## src/rtl/proj_adder_pipe_if.sv

```systemverilog
// Operand/result bundle for proj_adder_pipe: the producer drives en, a and b,
// and the adder returns the registered sum z.
interface proj_adder_pipe_if #(
  parameter int unsigned WIDTH = 8
) ();

  logic             en;
  logic [WIDTH-1:0] a;
  logic [WIDTH-1:0] b;
  logic [WIDTH-1:0] z;

  // Producer side: drives operands and the advance enable.
  modport master (
    output en,
    output a,
    output b,
    input  z
  );

  // Adder side: consumes operands and returns the sum.
  modport slave (
    input  en,
    input  a,
    input  b,
    output z
  );

endinterface : proj_adder_pipe_if

```

## src/rtl/proj_adder_pipe.sv

```systemverilog
// 3-stage, enable-gated, modulo-2^WIDTH adder z = a + b.
// Stage 1 registers the operands, stage 2 adds the low SPLIT bits and keeps the
// carry, and stage 3 adds the high segment plus that carry. Splitting the add
// this way keeps each stage's carry chain short. en=0 freezes every stage; a
// synchronous reset clears every stage and takes priority over en.
// SPLIT must satisfy 1 <= SPLIT < WIDTH.
module proj_adder_pipe #(
  parameter int unsigned WIDTH = 8,
  parameter int unsigned SPLIT = 4
) (
  input  logic              clk,
  input  logic              reset,
  proj_adder_pipe_if.slave  bus
);

  localparam int unsigned HI = WIDTH - SPLIT;

  // Stage 1: captured operands
  logic [WIDTH-1:0] a_q, a_d;
  logic [WIDTH-1:0] b_q, b_d;

  // Stage 2: low-segment sum, its carry, and the high segments passed along
  logic [SPLIT-1:0] lo_q, lo_d;
  logic             c_lo_q, c_lo_d;
  logic [HI-1:0]    a_hi_q, a_hi_d;
  logic [HI-1:0]    b_hi_q, b_hi_d;

  // Stage 3: final result
  logic [WIDTH-1:0] z_q, z_d;

  // Intermediate sums
  logic [SPLIT:0]   lo_sum;
  logic [HI-1:0]    hi_sum;

  // Stage 1 next state: sample the operands
  always_comb begin
    a_d = bus.a;
    b_d = bus.b;
  end

  // Stage 2 next state: low-segment add with carry out, forward the high halves
  always_comb begin
    lo_sum = {1'b0, a_q[SPLIT-1:0]} + {1'b0, b_q[SPLIT-1:0]};
    lo_d   = lo_sum[SPLIT-1:0];
    c_lo_d = lo_sum[SPLIT];
    a_hi_d = a_q[WIDTH-1:SPLIT];
    b_hi_d = b_q[WIDTH-1:SPLIT];
  end

  // Stage 3 next state: high-segment add with the low carry; MSB carry is dropped
  always_comb begin
    hi_sum = a_hi_q + b_hi_q + HI'(c_lo_q);
    z_d    = {hi_sum, lo_q};
  end

  // Pipeline registers: reset clears all stages, en=0 holds all stages
  always_ff @(posedge clk) begin
    if (reset) begin
      a_q    <= '0;
      b_q    <= '0;
      lo_q   <= '0;
      c_lo_q <= 1'b0;
      a_hi_q <= '0;
      b_hi_q <= '0;
      z_q    <= '0;
    end else if (bus.en) begin
      a_q    <= a_d;
      b_q    <= b_d;
      lo_q   <= lo_d;
      c_lo_q <= c_lo_d;
      a_hi_q <= a_hi_d;
      b_hi_q <= b_hi_d;
      z_q    <= z_d;
    end
  end

  // Result is taken straight from the stage-3 flop
  assign bus.z = z_q;

endmodule : proj_adder_pipe

```

## src/flat_wrapper.sv

```systemverilog
// flat-port wrapper written by rule: the top's interface ports become plain ports
module proj_adder_pipe_flat 
#(
  parameter int unsigned WIDTH = 8,
  parameter int unsigned SPLIT = 4
)
  (clk, reset, bus_en, bus_a, bus_b, bus_z);
  proj_adder_pipe_if #(.WIDTH(WIDTH)) bus_i ();
  input  logic clk;
  input  logic reset;
  input wire logic [$bits(bus_i.en)-1:0] bus_en;
  input wire logic [$bits(bus_i.a)-1:0] bus_a;
  input wire logic [$bits(bus_i.b)-1:0] bus_b;
  output wire logic [$bits(bus_i.z)-1:0] bus_z;
  assign bus_i.en = bus_en;
  assign bus_i.a = bus_a;
  assign bus_i.b = bus_b;
  assign bus_z = bus_i.z;
  proj_adder_pipe #(.WIDTH(WIDTH), .SPLIT(SPLIT)) u_core (.clk(clk), .reset(reset), .bus(bus_i));
endmodule
```

## config.mk

```make
export PLATFORM = sky130hd
export DESIGN_NAME = proj_adder_pipe_flat
export DESIGN_NICKNAME = d
export VERILOG_FILES = /design/src/rtl/proj_adder_pipe_if.sv /design/src/rtl/proj_adder_pipe.sv /design/src/flat_wrapper.sv
export SDC_FILE = /design/constraint.sdc
export NUM_CORES = 1
export LEC_CHECK = 0
export BUFFER_PORTS_ARGS = -buffer_cell sky130_fd_sc_hd__buf_2
export CAP_MARGIN = 5
export CORE_MARGIN = 8
export CORE_UTILIZATION = 25
export CTS_CLUSTER_DIAMETER = 80
export CTS_CLUSTER_SIZE = 14
export DETAILED_ROUTE_END_ITERATION = 10
export GPL_TIMING_DRIVEN = 0
export PLACE_DENSITY = 0.46
export RECOVER_POWER = 50
export SKIP_LAST_GASP = 1
export SYNTH_ARGS = -nofsm -noshare
export SYNTH_HDL_FRONTEND = slang
export SYNTH_SLANG_ARGS = --single-unit
```

## constraint.sdc

```tcl
create_clock -name clk -period 1.8 [get_ports clk]
set_input_delay 0.09 -clock clk [delete_from_list [all_inputs] [get_ports clk]]
set_output_delay 0.09 -clock clk [all_outputs]
set_load 0.02 [all_outputs]
```

==> impl_metrics.json, run 1 <==
{
  "synth_cell_types": 26,
  "met3_length_um": 202,
  "r2r_setup_slack_ns": 0.12,
  "grt_pass1_wl_um": 5347,
  "cts_made_buffers": 5,
  "die_y_um": 95.32,
  "wl_um": 3326,
  "synth_seq_area_share_pct": 47.10,
  "path_class": "flip-flop to flip-flop",
  "cts_resized": 0,
  "wire_per_inst_um": 12.74,
  "avgSynthCellArea_um2": 10.35,
  "dp_hpwl_um": 2485,
  "viasPerCell": 4.142,
  "wl_met1_um": 1633,
  "diodes": 0,
  "core_mm2": 0.006205,
  "synth.top_cells.by_area": "dfxtp_1 47%, mux2i_1 20%, nor2_1 8.4%",
  "synth_edf_count": 0,
  "synth_largest_area_cell": "dfxtp_1",
  "end_kind": "flip-flop",
  "grt_max_degree": 12,
  "rsz0062_at_grt": "no",
  "holdCritPathClass": "input port to flip-flop",
  "period_needed_ns": 1.679,
  "gr-usage-all-layers_pct": 7.968,
  "crit_arrival_ns": 1.84,
  "cts_tree": "built",
  "port_buffers": 25,
  "synthToLayoutAreaGrowth_pct": 19.09,
  "total_power_w": 0.001641,
  "met2_length_um": 1412,
  "p_switching_w": 0.0004211,
  "vias": 1081,
  "crit_fanout": 2,
  "drive_gt1_share_pct": 20.11,
  "ioPinCount": 27,
  "fin_nets": 212,
  "synth.most_common_cell": "dfxtp_1",
  "p_clk_share_pct": 34.3,
  "postRouteAntennaNets": 0,
  "dieWidth_um": 95.32,
  "final.period_utilization_pct": 93.29,
  "clock_skew_ns": 0.01494,
  "drtPass1Iterations": 4,
  "fin_tns_setup_ns": 0,
  "max_freq_mhz": 595.5,
  "cts_root_buffer": "clkbuf_8",
  "htreeDepth": 2,
  "ys.flop_type": "dfxtp_1",
  "final-setup-viol-count": 0,
  "post_cts_buffers": 0,
  "synth_nets": 180,
  "async_flop_share_pct": 0,
  "hold_viol": 0,
  "p_int_w": 0.001220,
  "combPwrFrac_pct": 11.7,
  "netlist_top_cells_count": "37 x dfxtp_1, 35 x nor2_1, 31 x mux2i_1",
  "ys_warn_count": 0,
  "drt_iter0_markers": 34,
  "cts_hold_buf": 0,
  "clk_latency_ns": 0.29,
  "die_area_mm2": 0.009085,
  "startpoint_type": "flip-flop",
  "clock_path_buffers": 2,
  "clk_pin_slew_ns": 0.08,
  "synth_seq_cells": 37,
  "clock_sinks": 37,
  "gp_congestion": 0.6532,
  "status": "completed",
  "num-fill-cells": 673,
  "grt_pass1_vias": 1088,
  "antenna_found_initial": 0,
  "post-route-util_pct": 30.19,
  "num_rows": 29,
  "p_seq_share_pct": 53.9,
  "start_util_pct": 25.35,
  "syn-instance-count": 152,
  "switching_share_pct": 25.65,
  "synth_top_area_share_pct": 47.10,
  "max_slew_margin_pct": 63.37,
  "tightest_slew_ns": 0.5494,
  "crit_required_ns": 1.96,
  "ir_worst_vdd_mv": 0.3061,
  "syn_area_mm2": 0.001573,
  "final_max_slew_viol_count": 0,
  "routed.top_layer": "met4",
  "power_density_mw_per_mm2": 876.3,
  "gr-total-overflow": 0,
  "drv_cap": 0,
  "drc": 0,
  "p_leak_nw": 0.8486
}
-- final timing paths --
kind	depth (start not counted)	startpoint	to
max reg2reg	6	u_core.b_hi_q[0]	u_core.bus.z[6]
min	3	bus_a[7]	u_core.a_q[7]
min reg2reg	2	u_core.bus.z[4]	u_core.bus.z[4]
max	6	u_core.b_hi_q[0]	u_core.bus.z[6]
-- cell families after synthesis --
kind of cell	after synthesis	synth area share, %
flip-flops	37	47.10
adder cells (fa/ha/maj)	9	8.592
multiplexers	31	19.73
AND/OR/NAND/NOR	42	10.98
buffers and inverters	18	5.886
XOR/XNOR	3	1.671
AO/OA/AOI/OAI	12	6.046
-- critical path, stage by stage (launching register included) --
cell and delay, ns:
dfxtp_1 0.33, inv_1 0.07, fa_1 0.45, fa_1 0.39, xnor2_1 0.13, mux2i_1 0.13
nor2_1 0.05
-- cells in the final DEF (no fill, tap or decap), drive strengths merged --
master  instances
dfxtp          37
inv             9
fa              3
a221oi          1
nor3b           1
o21ai           1
buf            29
ha              6
nand4           1
a21oi           2
nor2b           1
nand2           2
a2111o          1
o21bai          1
nor2           35
a211oi          4
clkbuf         11
mux2i          31
clkinv          1
o221ai          1
or3             1
a21o            1
nand3b          1
xnor2           3
-- metal layers --
| layer | vias to the layer above | global-route usage, % |
|---|---|---|
| li1 | 569 | - |
| met1 | 486 | 9.884 |
| met2 | 20 | 11.22 |
| met3 | 6 | 3.858 |
| met4 | 0 | 3.901 |
| met5 | - | 0 |
-- stage by stage --
step,worst slack (ns),instances,instance area [um2],hold slack [ns]
finish,0.1208,261,1873,0.02873
global route,0.02746,261,1873,0.02031
CTS,0.1025,261,1876,0.02528
detailed placement,0.1172,254,1794,0.3329
global placement,0.1333,254,1794,0.3275
floorplan,0.2180,152,1573,0.2372
-- cell type report --
class | count | area, um2 | area share [%]
Buffer | 9 | 57.56 | 3.073
Clock buffer | 6 | 72.57 | 3.874
Clock inverter | 1 | 8.758 | 0.4676
Inverter | 9 | 33.78 | 1.804
Multi-Input combinational cell | 97 | 739.5 | 39.48
Sequential cell | 37 | 740.7 | 39.55
Tap cell | 77 | 96.34 | 5.144
Timing Repair Buffer | 25 | 123.9 | 6.613
-- sequential cells by signal (all words and copies together) (netlist names) --
register and cells:
u_core.b_q 8, u_core.a_hi_q 4, u_core.a_q 8, u_core.c_lo_q 1, u_core.b_hi_q 4, u_core.lo_q 4, u_core.bus.z 8
-- power groups by stage --
stage	clock [W]	sequential, W	combinational (W)
finish	0.000563	0.000885	0.000193
detailed placement	0	0.000906	0.000197
global route	0.000633	0.000891	0.000217
global placement	0	0.000905	0.000196
CTS	0.000588	0.000886	0.000198
floorplan	0	0.000909	0.000131
(Power assumes the default switching activity.)
==> run 2: changes to the inputs <==
- MAX_ROUTING_LAYER: default -> met4
==> impl_metrics.json, run 2 (synthesis results as in run 1) <==
{
  "diodes": 0,
  "port_buffers": 25,
  "drc": 0,
  "cts_hold_buf": 0,
  "drive_gt1_share_pct": 20.11,
  "path_common_cell": "fa_1",
  "cts_root_buffer": "clkbuf_8",
  "wl_um": 3322,
  "clock_sinks": 37,
  "drt_iter0_markers": 33,
  "crit_path_top_delay_cell": "fa_1",
  "crit_fanout": 2,
  "drv_cap": 0,
  "met2_length_um": 1422,
  "r2r_start": "u_core.b_hi_q[0]",
  "final_cell_mix": "37 x dfxtp_1, 35 x nor2_1, 31 x mux2i_1",
  "clock_path_buffers": 2,
  "grt_pass1_wl_um": 5340,
  "crit_path_max_incr_delay_ns": 0.45,
  "r2r-end": "u_core.bus.z[6]",
  "vias": 1082,
  "gp_congestion": 0.6591,
  "r2r_cells": 6,
  "clk_latency_ns": 0.29,
  "met3_length_um": 157,
  "viasPerCell": 4.146,
  "wire_per_inst_um": 12.73,
  "power_density_mw_per_mm2": 876.8,
  "worst-path-buf-inv": 1,
  "path_class": "flip-flop to flip-flop",
  "ioPinCount": 27,
  "cts_tree": "built",
  "dieWidth_um": 95.32,
  "crit_arrival_ns": 1.85,
  "r2r_setup_slack_ns": 0.12,
  "fin_tns_setup_ns": 0,
  "num_rows": 29,
  "tightest_slew_ns": 0.5494,
  "gr-usage-all-layers_pct": 8.109,
  "status": "completed",
  "regArea_um2": 740.7,
  "fin_nets": 212,
  "grt_max_degree": 12,
  "clk_pin_slew_ns": 0.08,
  "hold_viol": 0,
  "final-setup-viol-count": 0,
  "max_freq_mhz": 595.5,
  "core_mm2": 0.006205,
  "crit_family": "adder cells",
  "period_needed_ns": 1.679,
  "dp_hpwl_um": 2485,
  "final_max_slew_viol_count": 0,
  "total_power_w": 0.001642,
  "ir_worst_vdd_mv": 0.3083,
  "final_common_cell": "dfxtp_1",
  "crit_required_ns": 1.97,
  "multiInputGateArea_um2": 739.5,
  "path_cells": "inv_1 > fa_1 > fa_1 > xnor2_1 > mux2i_1 > nor2_1",
  "grt_pass1_vias": 1096,
  "startpoint_type": "flip-flop",
  "worstHoldStart": "bus_a[7]",
  "rsz0062_at_grt": "no",
  "htreeDepth": 2,
  "holdCritPathClass": "input port to flip-flop",
  "clock_skew_ns": 0.01434,
  "holdPathStages": 3,
  "cts_made_buffers": 5,
  "routed.top_layer": "met4",
  "hold_end": "u_core.a_q[7]",
  "cts_resized": 0,
  "postRouteAntennaNets": 0,
  "die_area_mm2": 0.009085,
  "max_slew_margin_pct": 63.37,
  "final.period_utilization_pct": 93.29,
  "num-fill-cells": 673,
  "drtPass1Iterations": 4,
  "wl_met1_um": 1659,
  "start_util_pct": 25.35,
  "timing.hold.ws_ns": 0.02774,
  "die_y_um": 95.32,
  "post_cts_buffers": 0,
  "gr-total-overflow": 0,
  "end_kind": "flip-flop",
  "antenna_found_initial": 0,
  "synthToLayoutAreaGrowth_pct": 19.09,
  "p_leak_nw": 0.8486
}
-- run 2: cell counts in the layout (fill, tap and decap cells not counted) --
Identical to the previous run, type by type.
-- run 2: routing by layer --
metal	vias up	GRT usage [%]
met3	8	2.362
met1	486	10.07
met2	19	11.22
met5	-	-
li1	569	-
met4	0	5.072
-- run 2: tightest hold or removal path, stage by stage --
cell,delay (ns)
buf_2,0.08
mux2i_1,0.05
nor2_1,0.07
-- run 2: worst max-delay path by stage --
stage                           startpoint              end  cells past startpoint
after floorplan           u_core.b_hi_q[0]  u_core.bus.z[6]                      6
after global placement    u_core.b_hi_q[0]  u_core.bus.z[6]                      6
after detailed placement  u_core.b_hi_q[0]  u_core.bus.z[6]                      6
after CTS                 u_core.b_hi_q[0]  u_core.bus.z[6]                      6
after global routing      u_core.b_hi_q[0]  u_core.bus.z[6]                      6
final                     u_core.b_hi_q[0]  u_core.bus.z[6]                      6
-- run 2: report_power, final --
part / internal [W] / leakage [nW] / switching [W] / total (W)
combinational: 0.0000901 / 0.504 / 0.000103 / 0.000193
sequential: 0.000862 / 0.304 / 0.0000235 / 0.000885
clock: 0.000268 / 0.0412 / 0.000296 / 0.000564
total: 0.00122 / 0.849 / 0.000422 / 0.00164
-- run 2: final cells by class --
type | count | area share (%)
Inverter | 9 | 1.804
Tap cell | 77 | 5.144
Multi-Input combinational cell | 97 | 39.48
Sequential cell | 37 | 39.55
Clock buffer | 6 | 3.874
Clock inverter | 1 | 0.4676
Buffer | 9 | 3.073
Timing Repair Buffer | 25 | 6.613
-- run 2: metrics by stage --
stage | instance area (um2) | cells | util (%) | worst slack [ns]
2_1_floorplan | 1573 | 152 | - | 0.2180
3_3_place_gp | 1794 | 254 | 28.92 | 0.1333
3_5_place_dp | 1794 | 254 | 28.92 | 0.1172
4_1_cts | 1876 | 261 | 30.23 | 0.1025
5_1_grt | 1873 | 261 | 30.19 | 0.02747
6_report | 1873 | 261 | 30.19 | 0.1208
